**src/rtl/user_event_arbiter_pkg.sv**
```systemverilog
// Shared definitions for the user event arbiter.
// Holds the game-control event encoding, the legal-code mask and a small
// helper that classifies a 3-bit code as legal or not.
package user_event_arbiter_pkg;

  typedef enum logic [2:0] {
    EV_NONE     = 3'd0,
    EV_LEFT     = 3'd1,
    EV_RIGHT    = 3'd2,
    EV_DOWN     = 3'd3,
    EV_ROTATE   = 3'd4,
    EV_DROP     = 3'd5,
    EV_NEW_GAME = 3'd6,
    EV_RSVD     = 3'd7
  } ev_t;

  // Bit c set means code c is a legal event; EV_NONE and EV_RSVD are not.
  localparam logic [7:0] EV_VALID_MASK = 8'b0111_1110;

  function automatic logic ev_is_valid(input logic [2:0] code);
    return EV_VALID_MASK[code];
  endfunction

endpackage

```
**src/rtl/user_event_arbiter_event_fifo.sv**
```systemverilog
// event_fifo: small event queue with a storage-driven head.
// Ports:
//   clk, rst     - clock, asynchronous active-high reset
//   push_i       - write data_i at the tail (ignored when full without pop)
//   pop_i        - remove the head (ignored when empty)
//   flush_i      - discard everything and load data_i as the only entry
//   data_i       - 3-bit event code
//   head_o       - event at the head, 0 when empty
//   ready_o      - queue non-empty
//   full_o       - queue holds DEPTH entries
//   level_o      - current occupancy
module event_fifo #(
  parameter int DEPTH = 4
) (
  input  logic                       clk,
  input  logic                       rst,
  input  logic                       push_i,
  input  logic                       pop_i,
  input  logic                       flush_i,
  input  logic [2:0]                 data_i,
  output logic [2:0]                 head_o,
  output logic                       ready_o,
  output logic                       full_o,
  output logic [$clog2(DEPTH):0]     level_o
);

  localparam int AW = $clog2(DEPTH);
  localparam int LW = AW + 1;

  logic [2:0]    mem_q [DEPTH];
  logic [2:0]    mem_d [DEPTH];
  logic [AW-1:0] wr_ptr_q, wr_ptr_d;
  logic [AW-1:0] rd_ptr_q, rd_ptr_d;
  logic [LW-1:0] level_q, level_d;
  logic          do_push, do_pop;

  assign ready_o = (level_q != '0);
  assign full_o  = (level_q == LW'(DEPTH));
  assign level_o = level_q;
  assign head_o  = ready_o ? mem_q[rd_ptr_q] : '0;

  always_comb begin
    mem_d    = mem_q;
    wr_ptr_d = wr_ptr_q;
    rd_ptr_d = rd_ptr_q;
    level_d  = level_q;
    do_pop   = pop_i && ready_o;
    do_push  = push_i && (!full_o || do_pop);
    if (flush_i) begin
      // Flush wins over push and pop: the queue restarts with one entry.
      mem_d[0] = data_i;
      rd_ptr_d = '0;
      wr_ptr_d = AW'(1);
      level_d  = LW'(1);
    end else begin
      if (do_push) begin
        mem_d[wr_ptr_q] = data_i;
        wr_ptr_d        = wr_ptr_q + AW'(1);
      end
      if (do_pop) begin
        rd_ptr_d = rd_ptr_q + AW'(1);
      end
      if (do_push && !do_pop && !full_o) begin
        level_d = level_q + LW'(1);
      end else if (do_pop && !do_push) begin
        level_d = level_q - LW'(1);
      end
    end
  end

  always_ff @(posedge clk or posedge rst) begin
    if (rst) begin
      mem_q    <= '{default: '0};
      wr_ptr_q <= '0;
      rd_ptr_q <= '0;
      level_q  <= '0;
    end else begin
      mem_q    <= mem_d;
      wr_ptr_q <= wr_ptr_d;
      rd_ptr_q <= rd_ptr_d;
      level_q  <= level_d;
    end
  end

endmodule

```
**src/rtl/user_event_arbiter.sv**
```systemverilog
// user_event_arbiter: merges events from SRC_CNT sources into one buffered
// stream. NEW_GAME from any source wins outright and flushes the queue;
// other events are served round-robin while the queue has room.
// Ports:
//   clk, rst             - clock, asynchronous active-high reset
//   src_valid_i          - per-source event offer
//   src_event_i          - per-source code, source s in bits [3s+2:3s]
//   src_ack_o            - one-hot, offered event of source s taken this cycle
//   user_event_o         - event at the queue head
//   user_event_ready_o   - queue non-empty
//   user_event_rd_req_i  - consumer pops the head
//   fifo_level_o         - queue occupancy
//   drop_pulse_o         - one-cycle pulse, the cycle after an illegal code was acked
module user_event_arbiter
  import user_event_arbiter_pkg::*;
#(
  parameter int SRC_CNT    = 2,
  parameter int FIFO_DEPTH = 4
) (
  input  logic                          clk,
  input  logic                          rst,
  input  logic [SRC_CNT-1:0]            src_valid_i,
  input  logic [3*SRC_CNT-1:0]          src_event_i,
  output logic [SRC_CNT-1:0]            src_ack_o,
  output logic [2:0]                    user_event_o,
  output logic                          user_event_ready_o,
  input  logic                          user_event_rd_req_i,
  output logic [$clog2(FIFO_DEPTH):0]   fifo_level_o,
  output logic                          drop_pulse_o
);

  localparam int PW = $clog2(SRC_CNT);

  logic [PW-1:0] rr_ptr_q, rr_ptr_d;
  logic [PW-1:0] grant_idx;
  logic [2:0]    grant_code;
  logic          ng_hit, rr_hit, grant, flush, push, pop, fifo_full;
  logic          drop_pulse_q, drop_pulse_d;

  function automatic logic [PW-1:0] rr_next(input logic [PW-1:0] p, input int unsigned step);
    return PW'((32'(p) + step) % SRC_CNT);
  endfunction

  assign pop = user_event_rd_req_i && user_event_ready_o;

  always_comb begin
    ng_hit    = 1'b0;
    rr_hit    = 1'b0;
    grant_idx = rr_ptr_q;
    for (int unsigned s = 0; s < SRC_CNT; s++) begin
      if (!ng_hit && src_valid_i[PW'(s)] && (src_event_i[3*s +: 3] == EV_NEW_GAME)) begin
        ng_hit    = 1'b1;
        grant_idx = PW'(s);
      end
    end
    if (!ng_hit) begin
      // Search starts one past the last served source.
      for (int unsigned i = 1; i <= SRC_CNT; i++) begin
        if (!rr_hit && src_valid_i[rr_next(rr_ptr_q, i)]) begin
          rr_hit    = 1'b1;
          grant_idx = rr_next(rr_ptr_q, i);
        end
      end
    end
    grant_code   = src_event_i[3*grant_idx +: 3];
    flush        = !rst && ng_hit;
    grant        = !rst && (ng_hit || (rr_hit && (!fifo_full || pop)));
    src_ack_o    = '0;
    if (grant) begin
      src_ack_o[grant_idx] = 1'b1;
    end
    push         = grant && !ng_hit && ev_is_valid(grant_code);
    drop_pulse_d = grant && !ng_hit && !ev_is_valid(grant_code);
    rr_ptr_d     = (grant && !ng_hit) ? grant_idx : rr_ptr_q;
  end

  always_ff @(posedge clk or posedge rst) begin
    if (rst) begin
      rr_ptr_q     <= PW'(SRC_CNT - 1);
      drop_pulse_q <= 1'b0;
    end else begin
      rr_ptr_q     <= rr_ptr_d;
      drop_pulse_q <= drop_pulse_d;
    end
  end

  assign drop_pulse_o = drop_pulse_q;

  event_fifo #(
    .DEPTH(FIFO_DEPTH)
  ) u_fifo (
    .clk     (clk),
    .rst     (rst),
    .push_i  (push),
    .pop_i   (user_event_rd_req_i),
    .flush_i (flush),
    .data_i  (grant_code),
    .head_o  (user_event_o),
    .ready_o (user_event_ready_o),
    .full_o  (fifo_full),
    .level_o (fifo_level_o)
  );

endmodule

```
**config.mk**
```make
export PLATFORM = sky130hd
export DESIGN_NAME = user_event_arbiter
export DESIGN_NICKNAME = d
export VERILOG_FILES = /design/src/rtl/user_event_arbiter_pkg.sv /design/src/rtl/user_event_arbiter_event_fifo.sv /design/src/rtl/user_event_arbiter.sv
export SDC_FILE = /design/constraint.sdc
export NUM_CORES = 1
export LEC_CHECK = 0
export BUFFER_PORTS_ARGS = -buffer_cell sky130_fd_sc_hd__buf_2
export CAP_MARGIN = 20
export CORE_ASPECT_RATIO = 2
export CORE_MARGIN = 4
export CORE_UTILIZATION = 49
export DETAILED_ROUTE_END_ITERATION = 16
export PLACE_DENSITY = 0.71
export RECOVER_POWER = 50
export SYNTH_ARGS = -nofsm -noshare
export SYNTH_HDL_FRONTEND = slang
export SYNTH_SLANG_ARGS = --single-unit
```
**constraint.sdc**
```tcl
create_clock -name clk -period 5.5 [get_ports clk]
set_input_delay 0.55 -clock clk [delete_from_list [all_inputs] [get_ports clk]]
set_output_delay 0.55 -clock clk [all_outputs]
set_load 0.01 [all_outputs]
```
==> run_results.csv <==
group,metric,value,unit
run_status,status,"completed",
drt,ant_nets,0,
drt,via_per_inst,5.86,
final_layout,final_layout_size_suffix_gt1_share,32.0,%
sta,finalHoldViolations,0,
grt,global_route.usage.total,18.5,%
final_layout,insertedDiodeCount,0,
drt,drt_iter0_markers,23,
synthesis,yosys_warnings,0,
synthesis,synth_edf_count,0,
drt,via_count,1026,
flow_run,max_cap_viols,0,
sta,report.final.setup_viol,0,
sta,post-route-period-util,51.4,%
drt,m1WireLength,1110,µm
drt,routed-wl-met2,1680,µm
power,power_density,529,mW/mm²
placement,gp_congestion,0.798,
setup_path,setup.reg_to_reg.worst_slack,2670,ps
floorplan,dieWidth,45.4,µm
hold_path,hp-class,"primary input to async pin",
drt,route.detailed.drc,0,
final_layout,nNetsFinal,164,
synthesis,ys.flop_type,"sky130_fd_sc_hd__dfrtp_1",
sta,transition_time_at_the_pin_with_the_least_slew_margin,836,ps
placement,port_buffers,20,
sta,clock-skew-final,5.77,ps
final_layout,area_growth_syn_to_layout,8.78,%
drt,drt-pass1-iter-count,4,
floorplan,standard_cell_row_count,26,
setup_path,crit_type,"flip-flop to flip-flop",
setup_path,crit_family,"compound AO/OA/AOI/OAI gates",
clock_tree,buffers_inserted_by_post_cts_timing_repair,0,
sta,max-slew-margin-rel,44.2,%
grt,grt_max_degree,23,
setup_path,required_time_at_the_endpoint_of_the_critical_path,5620,ps
clock_tree,worst_skew_pair.late_latency,270,ps
clock_tree,numClockSinks,21,
final_layout,final_util,57.2,%
floorplan,floorplan.initialDensity,52.5,%
clock_tree,ctsResizeCount,0,
synthesis,asyncSetResetFlopFracSynth,100,%
drt,wl_met3,95,µm
sta,total_negative_setup_slacks,0,ps
clock_tree,cts_root_buf,"sky130_fd_sc_hd__clkbuf_8",
drt,top_layer,"met4",
floorplan,fp.dieArea,0.00375,mm²
clock_tree,clockBufferDepth,2,
synthesis,synthesis.instances,128,
sta,max_freq,354,MHz
sta,min_period,2830,ps
setup_path,setup.worst_path.end_class,"flip-flop",
power,finalPower,787,µW
grt,grt-ovfl-total,0,
synthesis,postSynthAreaPerCell,10.7,µm²
clock_tree,tritoncts_clock_tree,"built",
setup_path,critical_path.n_buffers_inverters,0,
setup_path,critical_path_cell_count,10,
synthesis,distinct_cell_type_count_after_synthesis,38,
clock_tree,cts_htree_levels,1,
sta,rsz_0062_raised_after_global_routing,"no",
grt,wire_length_of_the_first_global_routing_pass,4950,µm
floorplan,ios,21,
power,cellLeakagePower,0.000686,µW
setup_path,worst-path-max-fanout,13,
clock_tree,cts_buffers,3,
setup_path,crit_path_start_kind,"flip-flop",
setup_path,crit_chain,"nor2_1 > a311oi_1 > nand2_4 > nor2_4 > and2_1 > fa_1 > or3_1 > a21oi_1 > o21ai_0 > o41ai_1",
clock_tree,clkTransAtPathRegs,80,ps
setup_path,worst_path_max_delay_cell,"sky130_fd_sc_hd__a311oi_1",
setup_path,worst_r2r_endpoint,"u_fifo.level_o[2]",
grt,antenna_found_initial,0,
floorplan,placeableCoreArea,0.00260,mm²
synthesis,ys_seq_area_share,38.5,%
synthesis,synth.net_count,144,
drt,routed_wire_length_per_instance,17.2,µm
floorplan,die-height,82.7,µm
setup_path,timing.critical_path.arrival,2940,ps
setup_path,worst_r2r_path_depth,10,
grt,via_count_of_the_first_global_routing_pass,1102,
clock_tree,hold_buffers,0,
synthesis,mappedNetlistArea,0.00137,mm²
power,worst_ir_drop_vdd,287,µV
drt,routed_wirelength,3000,µm
placement,place_hpwl,2370,µm
synthesis,postSynthRegisterBits,21,
setup_path,cpPeakStageDelay,710,ps
sta,slew_viol_final,0,
setup_path,worst_r2r_startpoint,"u_fifo.level_o[0]",
## synthesized netlist by cell type, types with 2 or more instances
| library cell | n | area, µm² |
|---|---|---|
| sky130_fd_sc_hd__dfrtp_1 | 20 | 500 |
| sky130_fd_sc_hd__nor3_1 | 3 | 15.0 |
| sky130_fd_sc_hd__buf_6 | 3 | 33.8 |
| sky130_fd_sc_hd__or3_1 | 2 | 12.5 |
| sky130_fd_sc_hd__and2_1 | 6 | 37.5 |
| sky130_fd_sc_hd__mux4_2 | 3 | 67.6 |
| sky130_fd_sc_hd__nor4_1 | 3 | 18.8 |
| sky130_fd_sc_hd__nand3_1 | 5 | 25.0 |
| sky130_fd_sc_hd__o21ai_0 | 3 | 15.0 |
| sky130_fd_sc_hd__mux2_4 | 3 | 45.0 |
| sky130_fd_sc_hd__and3_1 | 2 | 12.5 |
| sky130_fd_sc_hd__inv_1 | 8 | 30.0 |
| sky130_fd_sc_hd__ha_1 | 4 | 50.1 |
| sky130_fd_sc_hd__nand2_1 | 9 | 33.8 |
| sky130_fd_sc_hd__nor2_1 | 12 | 45.0 |
| sky130_fd_sc_hd__a21oi_1 | 5 | 25.0 |
| sky130_fd_sc_hd__clkbuf_1 | 2 | 7.51 |
| sky130_fd_sc_hd__nand2b_1 | 2 | 12.5 |
| sky130_fd_sc_hd__nand4b_1 | 2 | 17.5 |
| sky130_fd_sc_hd__nand2_4 | 2 | 22.5 |
| sky130_fd_sc_hd__mux2_2 | 12 | 135 |
## state kept, by name, summed over array words and instances (netlist names)
| register | cells |
|---|---|
| u_fifo.mem_q | 12 |
| u_fifo.level_o | 3 |
| u_fifo.rd_ptr_q | 2 |
| u_fifo.wr_ptr_q | 2 |
| drop_pulse_o | 1 |
| rr_ptr_q | 1 |
## power breakdown
group / internal (µW) / total (µW) / switching (µW)
registers: 230 / 298 / 67.8
logic: 200 / 385 / 184
clock network: 51.3 / 105 / 53.4
## cells by family (layout without fill, tap and decap cells)
| group | count (synthesis) | count (layout) | share of synthesized area [%] |
|---|---|---|---|
| buf+inv | 13 | 32 | 5.22 |
| fa+ha+maj | 5 | 5 | 5.12 |
| compound gates | 18 | 18 | 11.0 |
| simple gates | 51 | 51 | 20.8 |
| flops | 21 | 21 | 38.5 |
| mux | 18 | 18 | 18.1 |
| xor+xnor | 2 | 2 | 1.28 |
## metal layers
metal | track usage (%) | up-vias
met5 | 0 | -
met1 | 18.1 | 497
met3 | 2.82 | 7
li1 | - | 498
met4 | 10.9 | 0
met2 | 34.5 | 24
## cell type report
type,count,area (µm²)
fillers,244,1110
multi-input cells,94,752
flip-flops and latches,21,527
repair buffers,20,95.1
clock buffers,3,41.3
well taps,28,35.0
inverters,8,30.0
clock inverters,1,7.51
## through the flow
stage	setup slack [ps]	hold slack [ps]	area (µm²)	instances
floorplan	2940	462	1370	128
global placement	2780	483	1460	171
detailed placement	2660	490	1460	171
CTS	2880	500	1510	175
global route	2450	523	1490	175
finish	2670	453	1490	175
## worst reg2reg max path: stages (launching register included)
cell                       delay (ps)
sky130_fd_sc_hd__dfrtp_1          440
sky130_fd_sc_hd__nor2_1           130
sky130_fd_sc_hd__a311oi_1         710
sky130_fd_sc_hd__nand2_4          140
sky130_fd_sc_hd__nor2_4           340
sky130_fd_sc_hd__and2_1           210
sky130_fd_sc_hd__fa_1             250
sky130_fd_sc_hd__or3_1            130
sky130_fd_sc_hd__a21oi_1           50
sky130_fd_sc_hd__o21ai_0          190
sky130_fd_sc_hd__o41ai_1          100
## how the worst max path moves through the flow
stage | to | startpoint
3_5_place_dp | u_fifo.level_o[2] | src_event_i[3]
6_report | u_fifo.level_o[2] | u_fifo.level_o[0]
5_1_grt | u_fifo.level_o[2] | u_fifo.level_o[0]
3_3_place_gp | u_fifo.level_o[2] | src_event_i[3]
2_1_floorplan | u_fifo.level_o[2] | src_event_i[2]
4_1_cts | u_fifo.level_o[2] | u_fifo.level_o[1]
## placed cells by master, fill, tap and decap left out, types with 2 or more instances in the layout
| master | count |
|---|---|
| sky130_fd_sc_hd__dfrtp_1 | 20 |
| sky130_fd_sc_hd__buf_2 | 16 |
| sky130_fd_sc_hd__nor2_1 | 12 |
| sky130_fd_sc_hd__mux2_2 | 12 |
| sky130_fd_sc_hd__nand2_1 | 9 |
| sky130_fd_sc_hd__inv_1 | 8 |
| sky130_fd_sc_hd__and2_1 | 6 |
| sky130_fd_sc_hd__nand3_1 | 5 |
| sky130_fd_sc_hd__a21oi_1 | 5 |
| sky130_fd_sc_hd__ha_1 | 4 |
| sky130_fd_sc_hd__clkbuf_1 | 4 |
| sky130_fd_sc_hd__nor3_1 | 3 |
| sky130_fd_sc_hd__o21ai_0 | 3 |
| sky130_fd_sc_hd__mux2_4 | 3 |
| sky130_fd_sc_hd__nor4_1 | 3 |
| sky130_fd_sc_hd__mux4_2 | 3 |
| sky130_fd_sc_hd__clkbuf_8 | 3 |
| sky130_fd_sc_hd__nand4b_1 | 2 |
| sky130_fd_sc_hd__nand2_4 | 2 |
| sky130_fd_sc_hd__and3_1 | 2 |
| sky130_fd_sc_hd__nand2b_1 | 2 |
| sky130_fd_sc_hd__or3_1 | 2 |
(Power assumes the default switching activity.)
